File: src/rtl/mem_stage_if.sv
// Handshake and payload signals between the MEM stage and its EXE/WB/ID/SRAM neighbours.
// The slave modport is the MEM stage itself; master is the surrounding pipeline.
interface mem_stage_if;
    logic        exe_to_mem_valid;
    logic [73:0] exe_to_mem_bus;
    logic        mem_allow_in;
    logic        wb_allow_in;
    logic        mem_to_wb_valid;
    logic [69:0] mem_to_wb_bus;
    logic [38:0] mem_to_id_bus;
    logic [31:0] data_sram_rdata;

    modport master (
        output exe_to_mem_valid,
        output exe_to_mem_bus,
        output wb_allow_in,
        output data_sram_rdata,
        input  mem_allow_in,
        input  mem_to_wb_valid,
        input  mem_to_wb_bus,
        input  mem_to_id_bus
    );

    modport slave (
        input  exe_to_mem_valid,
        input  exe_to_mem_bus,
        input  wb_allow_in,
        input  data_sram_rdata,
        output mem_allow_in,
        output mem_to_wb_valid,
        output mem_to_wb_bus,
        output mem_to_id_bus
    );
endinterface

File: src/rtl/mem_stage.sv
// Memory-access pipeline stage: latches the EXE bus, aligns/extends load data and
// forwards the result to WB plus a bypass bus to ID, buffering SRAM rdata under stall.
module mem_stage (
    input  logic   clk,
    input  logic   resetn,
    mem_stage_if.slave bus_io
);
    localparam int unsigned ExeBusW = 74;

    localparam logic [2:0] LdW  = 3'b000;
    localparam logic [2:0] LdB  = 3'b001;
    localparam logic [2:0] LdH  = 3'b010;
    localparam logic [2:0] LdBu = 3'b011;
    localparam logic [2:0] LdHu = 3'b100;

    logic               mem_valid_q, mem_valid_d;
    logic [ExeBusW-1:0] mem_reg_q, mem_reg_d;
    logic               first_q, first_d;
    logic               buf_valid_q, buf_valid_d;
    logic [31:0]        rdata_buf_q, rdata_buf_d;

    logic        mem_allow_in;
    logic [31:0] pc;
    logic [31:0] alu_result;
    logic        res_from_mem;
    logic [2:0]  load_op;
    logic        reg_we;
    logic [4:0]  waddr;
    logic [31:0] eff_rdata;
    logic [7:0]  load_byte;
    logic [15:0] load_half;
    logic [31:0] load_result;
    logic [31:0] final_result;

    assign {pc, alu_result, res_from_mem, load_op, reg_we, waddr} = mem_reg_q;

    // Ready-go is always 1, so MEM frees up whenever WB takes the current instruction.
    assign mem_allow_in = !mem_valid_q || bus_io.wb_allow_in;

    always_comb begin
        mem_valid_d = mem_valid_q;
        mem_reg_d   = mem_reg_q;
        first_d     = 1'b0;
        buf_valid_d = buf_valid_q;
        rdata_buf_d = rdata_buf_q;
        if (mem_allow_in) begin
            mem_valid_d = bus_io.exe_to_mem_valid;
        end
        if (mem_allow_in && bus_io.exe_to_mem_valid) begin
            mem_reg_d   = bus_io.exe_to_mem_bus;
            first_d     = 1'b1;
            buf_valid_d = 1'b0;
        end else if (mem_valid_q && first_q && !bus_io.wb_allow_in) begin
            // SRAM rdata lives for one cycle only; keep it while WB stalls.
            rdata_buf_d = bus_io.data_sram_rdata;
            buf_valid_d = 1'b1;
        end
    end

    always_ff @(posedge clk or negedge resetn) begin
        if (!resetn) begin
            mem_valid_q <= 1'b0;
            mem_reg_q   <= '0;
            first_q     <= 1'b0;
            buf_valid_q <= 1'b0;
            rdata_buf_q <= '0;
        end else begin
            mem_valid_q <= mem_valid_d;
            mem_reg_q   <= mem_reg_d;
            first_q     <= first_d;
            buf_valid_q <= buf_valid_d;
            rdata_buf_q <= rdata_buf_d;
        end
    end

    assign eff_rdata = buf_valid_q ? rdata_buf_q : bus_io.data_sram_rdata;

    always_comb begin
        load_byte = eff_rdata[7:0];
        unique case (alu_result[1:0])
            2'd0: load_byte = eff_rdata[7:0];
            2'd1: load_byte = eff_rdata[15:8];
            2'd2: load_byte = eff_rdata[23:16];
            2'd3: load_byte = eff_rdata[31:24];
            default: load_byte = eff_rdata[7:0];
        endcase
    end

    // Misaligned halfword/word accesses are not trapped; a[1] alone picks the half.
    assign load_half = alu_result[1] ? eff_rdata[31:16] : eff_rdata[15:0];

    always_comb begin
        load_result = eff_rdata;
        case (load_op)
            LdW:     load_result = eff_rdata;
            LdB:     load_result = {{24{load_byte[7]}}, load_byte};
            LdH:     load_result = {{16{load_half[15]}}, load_half};
            LdBu:    load_result = {24'd0, load_byte};
            LdHu:    load_result = {16'd0, load_half};
            default: load_result = eff_rdata;
        endcase
    end

    assign final_result = res_from_mem ? load_result : alu_result;

    assign bus_io.mem_allow_in    = mem_allow_in;
    assign bus_io.mem_to_wb_valid = mem_valid_q;
    assign bus_io.mem_to_wb_bus   = {pc, final_result, reg_we, waddr};
    assign bus_io.mem_to_id_bus   = {mem_valid_q && reg_we, waddr, final_result,
                                     mem_valid_q && res_from_mem};
endmodule

File: src/flat_wrapper.sv
// flat-port wrapper written by rule: the top's interface ports become plain ports
module mem_stage_flat 
  (clk, resetn, bus_io_exe_to_mem_valid, bus_io_exe_to_mem_bus, bus_io_wb_allow_in, bus_io_data_sram_rdata, bus_io_mem_allow_in, bus_io_mem_to_wb_valid, bus_io_mem_to_wb_bus, bus_io_mem_to_id_bus);
  mem_stage_if bus_io_i ();
  input  logic clk;
  input  logic resetn;
  input wire logic [$bits(bus_io_i.exe_to_mem_valid)-1:0] bus_io_exe_to_mem_valid;
  input wire logic [$bits(bus_io_i.exe_to_mem_bus)-1:0] bus_io_exe_to_mem_bus;
  input wire logic [$bits(bus_io_i.wb_allow_in)-1:0] bus_io_wb_allow_in;
  input wire logic [$bits(bus_io_i.data_sram_rdata)-1:0] bus_io_data_sram_rdata;
  output wire logic [$bits(bus_io_i.mem_allow_in)-1:0] bus_io_mem_allow_in;
  output wire logic [$bits(bus_io_i.mem_to_wb_valid)-1:0] bus_io_mem_to_wb_valid;
  output wire logic [$bits(bus_io_i.mem_to_wb_bus)-1:0] bus_io_mem_to_wb_bus;
  output wire logic [$bits(bus_io_i.mem_to_id_bus)-1:0] bus_io_mem_to_id_bus;
  assign bus_io_i.exe_to_mem_valid = bus_io_exe_to_mem_valid;
  assign bus_io_i.exe_to_mem_bus = bus_io_exe_to_mem_bus;
  assign bus_io_i.wb_allow_in = bus_io_wb_allow_in;
  assign bus_io_i.data_sram_rdata = bus_io_data_sram_rdata;
  assign bus_io_mem_allow_in = bus_io_i.mem_allow_in;
  assign bus_io_mem_to_wb_valid = bus_io_i.mem_to_wb_valid;
  assign bus_io_mem_to_wb_bus = bus_io_i.mem_to_wb_bus;
  assign bus_io_mem_to_id_bus = bus_io_i.mem_to_id_bus;
  mem_stage u_core (.clk(clk), .resetn(resetn), .bus_io(bus_io_i));
endmodule
File: config.mk
export PLATFORM = sky130hd
export DESIGN_NAME = mem_stage_flat
export DESIGN_NICKNAME = d
export VERILOG_FILES = /design/src/rtl/mem_stage_if.sv /design/src/rtl/mem_stage.sv /design/src/flat_wrapper.sv
export SDC_FILE = /design/constraint.sdc
export NUM_CORES = 1
export LEC_CHECK = 0
export BUFFER_PORTS_ARGS = -buffer_cell sky130_fd_sc_hd__clkbuf_2
export CAP_MARGIN = 10
export CORE_ASPECT_RATIO = 1.4
export CORE_UTILIZATION = 40
export CTS_CLUSTER_DIAMETER = 200
export DETAILED_ROUTE_END_ITERATION = 7
export PLACE_DENSITY = 0.66
export SLEW_MARGIN = 10
export SYNTH_ARGS = -nofsm -noshare
export SYNTH_HDL_FRONTEND = slang
export SYNTH_SLANG_ARGS = --single-unit
File: constraint.sdc
create_clock -name clk -period 6.5 [get_ports clk]
set_input_delay 0.325 -clock clk [delete_from_list [all_inputs] [get_ports clk]]
set_output_delay 0.325 -clock clk [all_outputs]
set_load 0.02 [all_outputs]
-- Yosys cells after proc, flatten, opt, wreduce, memory -nomap -nowiden
Cells that the tools add are included.
- bits in registers: 109
- input bits: 110
- output and inout port bits: 111
- logic and storage cells: 32
- equal/unequal tests: 7
- muxes and demuxes: 8
- bitwise operators: 1
- reduce and logical (&&, ||, !) cells: 11
- operators by type and width (operator ; number):
    $pmux 32 s4 ; 1
    $mux 32 ; 2
    $pmux 8 s4 ; 1
    $mux 16 ; 1
    $eq 3x2->1 const B ; 2
    $logic_and 1x1->1 ; 5
    $eq 2x2->1 const B ; 2
    $eq 3x1->1 const B ; 1
    $eq 3x3->1 const B ; 1
    $mux 1 ; 3
    $eq 2x1->1 const B ; 1
    $logic_not 1->1 ; 2
    $logic_not 2->1 ; 1
    $reduce_and 2->1 ; 1
    $reduce_bool 2->1 ; 1
    $logic_or 1x1->1 ; 1
    $not 1->1 ; 1

-- Logic depth before layout (Yosys ltp)
- word-level depth: 5
- depth in mapped cells: 10

-- Worst setup path after synthesis
No wires, ideal clock.
- path kind: reg-to-output
- start point: register u_core.mem_reg_q[8]
- end point: output port bus_io_mem_to_wb_bus[22]
- arrival: 2.348 ns
- required time: 6.175 ns
- slack: 3.827 ns
- stages on the path, launching flop included: 10
- buffers on the path: 4
- cells stage by stage: dfrtp_1 -> buf_6 -> and2b_1 -> buf_6 -> o21ai_2 -> or4_1 -> buf_6 -> o41a_4 -> a31oi_1 -> buf_4
- word-level cells in the longest chain between the ends: 3
- elaborated cells on any way between the ends: 6
- RTL lines (item ; RTL line ; source):
    start: declaration ; mem_stage.sv:17 ; logic [ExeBusW-1:0] mem_reg_q, mem_reg_d;
    start signal: assignment ; mem_stage.sv:69 ; mem_reg_q <= mem_reg_d;
    $eq 3x3->1 (tied with other cells) ; mem_stage.sv:94 ; case (load_op)
    $pmux 32 s4 * ; mem_stage.sv:94 ;
    $mux 32 * ; mem_stage.sv:104 ; assign final_result = res_from_mem ? load_result : alu_result;
    end: declaration ; flat_wrapper.sv:13 ; output wire logic [$bits(bus_io_i.mem_to_wb_bus)-1:0] bus_io_mem_to_wb_bus;
Mark *: on every way between the ends. The rest lies on a longest branch, timed or not.

-- Final worst setup path
- start point: register u_core.mem_reg_q[11]
- end point: output port bus_io_mem_to_id_bus[19]
- word-level cells in the longest chain between the ends: 4
- elaborated cells on any way between the ends: 8
- RTL lines (item ; RTL line ; source):
    $eq 2x2->1 (tied with other cells) ; mem_stage.sv:80 ; unique case (alu_result[1:0])
    $pmux 8 s4 ; mem_stage.sv:80 ;
    $pmux 32 s4 * ; mem_stage.sv:94 ;
    $mux 32 * ; mem_stage.sv:104 ;
    end: declaration ; flat_wrapper.sv:14 ; output wire logic [$bits(bus_io_i.mem_to_id_bus)-1:0] bus_io_mem_to_id_bus;
Marks and branches as above.

==> impl_metrics.csv <==
group,metric,value,unit
power,power_frac_seq,39.1,%
worst_hold_path,holdPathStages,3,
detailed_routing,drtIter0Drc,167,
worst_hold_path,hold_path_end,"u_core.mem_reg_q[9]",
worst_setup_path,critPathMaxStageDelay,0.85,ns
finish,drive_gt1_share,59.40,%
clock_tree,numCtsBuffers,9,
detailed_routing,wl_met2,8073,microns
floorplanning,row_count,53,
worst_setup_path,r2r_start,"u_core.bus_io.mem_to_wb_valid",
timing,finalSetupTns,0,ns
timing,max_slew_margin,30.58,%
grt,grt_antenna_before_repair,0,
worst_setup_path,r2r-end,"u_core.mem_reg_q[7]",
floorplanning,die-area,16070,sq um
power,ir_worst_vdd,0.1427,mV
place,dp_hpwl,11980,microns
detailed_routing,drc_errors,0,
timing,whs,0.1837,ns
grt,grt-ovfl-total,0,
place,place_ws,3.530,ns
worst_setup_path,worstPathRequired,6.17,ns
finish,final_cell_area,7178,sq um
worst_setup_path,path_cells,"nand2b_1 -> o21ai_2 -> or4_1 -> o41a_4 -> a31oi_1 -> clkbuf_2",
yosys,synth_edf_count,0,
timing,rsz0062_at_grt,"false",
power,combPwrFrac,37.0,%
place,dp.cells,840,
place,post_dp_cell_area,6883,sq um
detailed_routing,routed_via_density,5.184,
power,internal_power,1.385,mW
clock_tree,clk_path_buf_depth,2,
finish,final_cells,857,
worst_setup_path,worstSetupPathType,"reg2out",
yosys,postSynthCellCount,533,
floorplanning,fp.dieH,149.6,microns
yosys,ys_ff_latch,109,
worst_setup_path,crit_path_end_kind,"primary output",
detailed_routing,topRoutingLayerUsed,"met4",
timing,drv_slew,0,
yosys,ys_seq_area_share,43.81,%
floorplanning,die_x,107.4,microns
worst_setup_path,slowest_stage,"dfrtp_1",
yosys,synth_top_family_by_area,"multiplexers",
clock_tree,htree_levels,3,
job,max-cap-violations,0,
yosys,synthFlopType,"dfrtp_1",
yosys,ys_types,46,
power,p_sw_share,37.92,%
clock_tree,cts_resized,0,
yosys,synth_compound_area_share,10.13,%
power,p_clk_share,23.9,%
yosys,syn_avg_cell_area,11.68,sq um
timing,skew,0.01096,ns
yosys,async_flop_share,100.0,%
worst_setup_path,arrival,3.04,ns
place,gp_congestion,0.8795,
power,total_leakage_power,3.353,nW
grt,grt_use_total,19.72,%
yosys,synth_xor_area_share,0.2814,%
clock_tree,clock_latency,0.35,ns
finish,antennaDiodeCount,0,
grt,grt_pass1_vias,4607,
detailed_routing,wirelength,15550,microns
detailed_routing,ant_nets,0,
clock_tree,cts_setup_buffers,0,
timing,fin_crit_sh,51.70,%
yosys,ys_warn_count,0,
detailed_routing,routedWlPerCell,18.15,microns
timing,hold_viol,0,
grt,grt_pass1_wl,23790,microns
yosys,synth-adder-area-share,0,%
detailed_routing,wl_met3,740,microns
grt,grt_max_degree,74,
yosys,syn_area,6226,sq um
yosys,synthMuxAreaShare,27.47,%
power,p_sw,0.8464,mW
timing,layout_min_cycle_time,3.361,ns
worst_setup_path,crit_fanout,22,
finish,area_growth,15.29,%
timing,max_freq,0.2976,GHz
worst_hold_path,hold_class,"in2reg",
place,port_buffers,220,
power,finalPower,2.232,mW
clock_tree,cts_hold_buf,1,
floorplanning,core_area,15120,sq um
clock_tree,tritoncts,"built",
floorplanning,io-pin-count,221,
worst_setup_path,reg2reg_depth,5,
finish,postLayoutCoreUtil,47.48,%
yosys,synth-simple-area-share,6.089,%
clock_tree,clkSinkCount,109,
power,p_per_area,310.9,nW/um^2
timing,fin_ws,3.139,ns
worst_setup_path,start_kind,"flop",
clock_tree,clkTransAtPathRegs,0.07,ns
detailed_routing,dr.pass1.iters,4,
detailed_routing,via_count,4443,
worst_setup_path,r2r_slack,4.43,ns
yosys,synthesis.nets,643,
finish,nNetsFinal,770,
clock_tree,cts_root_buf,"clkbuf_16",
floorplanning,start_util,41.18,%
timing,max_slew.worst_pin.slew,1.036,ns
outcome,outcome,"finished, final reports clean",
worst_hold_path,hp-start,"bus_io_exe_to_mem_bus[9]",
detailed_routing,wl_met1,5998,microns
timing,setup_viol,0,
registers in the layout, indices dropped and copies added, names as in the netlist:
signal and count:
u_core.rdata_buf_q 32, u_core.bus_io.mem_to_wb_valid 1, u_core.mem_reg_q 74, u_core.buf_valid_q 1, u_core.first_q 1
cell usage after synthesis, drive strengths merged (5+ instances only):
cell / instances / area, sq um
dfrtp: 109 / 2728
a221oi: 6 / 52.55
o21ai: 9 / 48.80
a21oi: 15 / 75.07
mux2i: 13 / 130.1
clkbuf: 15 / 56.30
nor2: 32 / 120.1
mux2: 130 / 1468
a31oi: 20 / 275.3
inv: 6 / 22.52
nand2: 38 / 142.6
mux4: 5 / 112.6
buf: 94 / 678.2
power by group through the flow:
stage               clock network (mW)  registers, mW  logic [mW]
detailed placement                   0          0.885       0.833
CTS                              0.555          0.872       0.835
global route                     0.575          0.888       0.887
floorplan                            0          0.850       0.705
finish                           0.533          0.873       0.826
global placement                     0          0.875       0.821
worst max-delay path: cells and delay by family (launching register included):
| family | cells | cell delay [ns] |
|---|---|---|
| flops | 1 | 0.85 |
| compound gates | 3 | 0.69 |
| simple gates | 2 | 0.91 |
| buf+inv | 1 | 0.22 |
worst max-delay path by stage:
stage	end	depth (start not counted)	start	slack [ns]
4_1_cts	bus_io_mem_to_id_bus[19]	6	u_core.mem_reg_q[11]	3.14
2_1_floorplan	bus_io_mem_to_wb_bus[22]	9	u_core.mem_reg_q[8]	3.83
6_report	bus_io_mem_to_id_bus[19]	6	u_core.mem_reg_q[11]	3.14
5_1_grt	bus_io_mem_to_wb_bus[24]	6	u_core.mem_reg_q[11]	2.98
3_5_place_dp	bus_io_mem_to_id_bus[19]	6	u_core.mem_reg_q[11]	3.53
3_3_place_gp	bus_io_mem_to_id_bus[19]	6	u_core.mem_reg_q[11]	3.61
cells in the final DEF (no fill, tap or decap), types with 3 or more instances in the layout:
master     instances
a21boi_0           3
a21oi_1           15
a221oi_1           6
a31oi_1           10
a31oi_4           10
and2_1             3
buf_4              5
clkbuf_16          9
clkbuf_2         219
dfrtp_1          107
inv_1              6
mux2_2           129
mux2i_1           13
mux4_2             5
nand2_1           37
nand2b_1           4
nor2_1            32
o21ai_0            8
o221ai_1           4
layer usage:
| layer | GRT usage (%) | vias to the layer above |
|---|---|---|
| met5 | 0 | - |
| met4 | 12.67 | 0 |
| met3 | 2.395 | 43 |
| met2 | 33.97 | 175 |
| met1 | 23.05 | 2167 |
| li1 | - | 2058 |
final cells by class:
cell class | count | area [sq um]
clock buffer | 9 | 225.2
tap | 192 | 240.2
fill | 1449 | 7941
timing repair buffer | 225 | 1144
multi-input combinational | 308 | 2753
inverter | 7 | 26.28
clock inverter | 7 | 60.06
sequential | 109 | 2730
kinds of logic (layout without fill, tap and decap cells):
family          count (synthesis)  after routing
simple gates                   88             88
flops                         109            109
xor+xnor                        2              2
mux                           148            148
compound gates                 70             70
buf+inv                       116            248
Power figures use the tool's default switching activity.
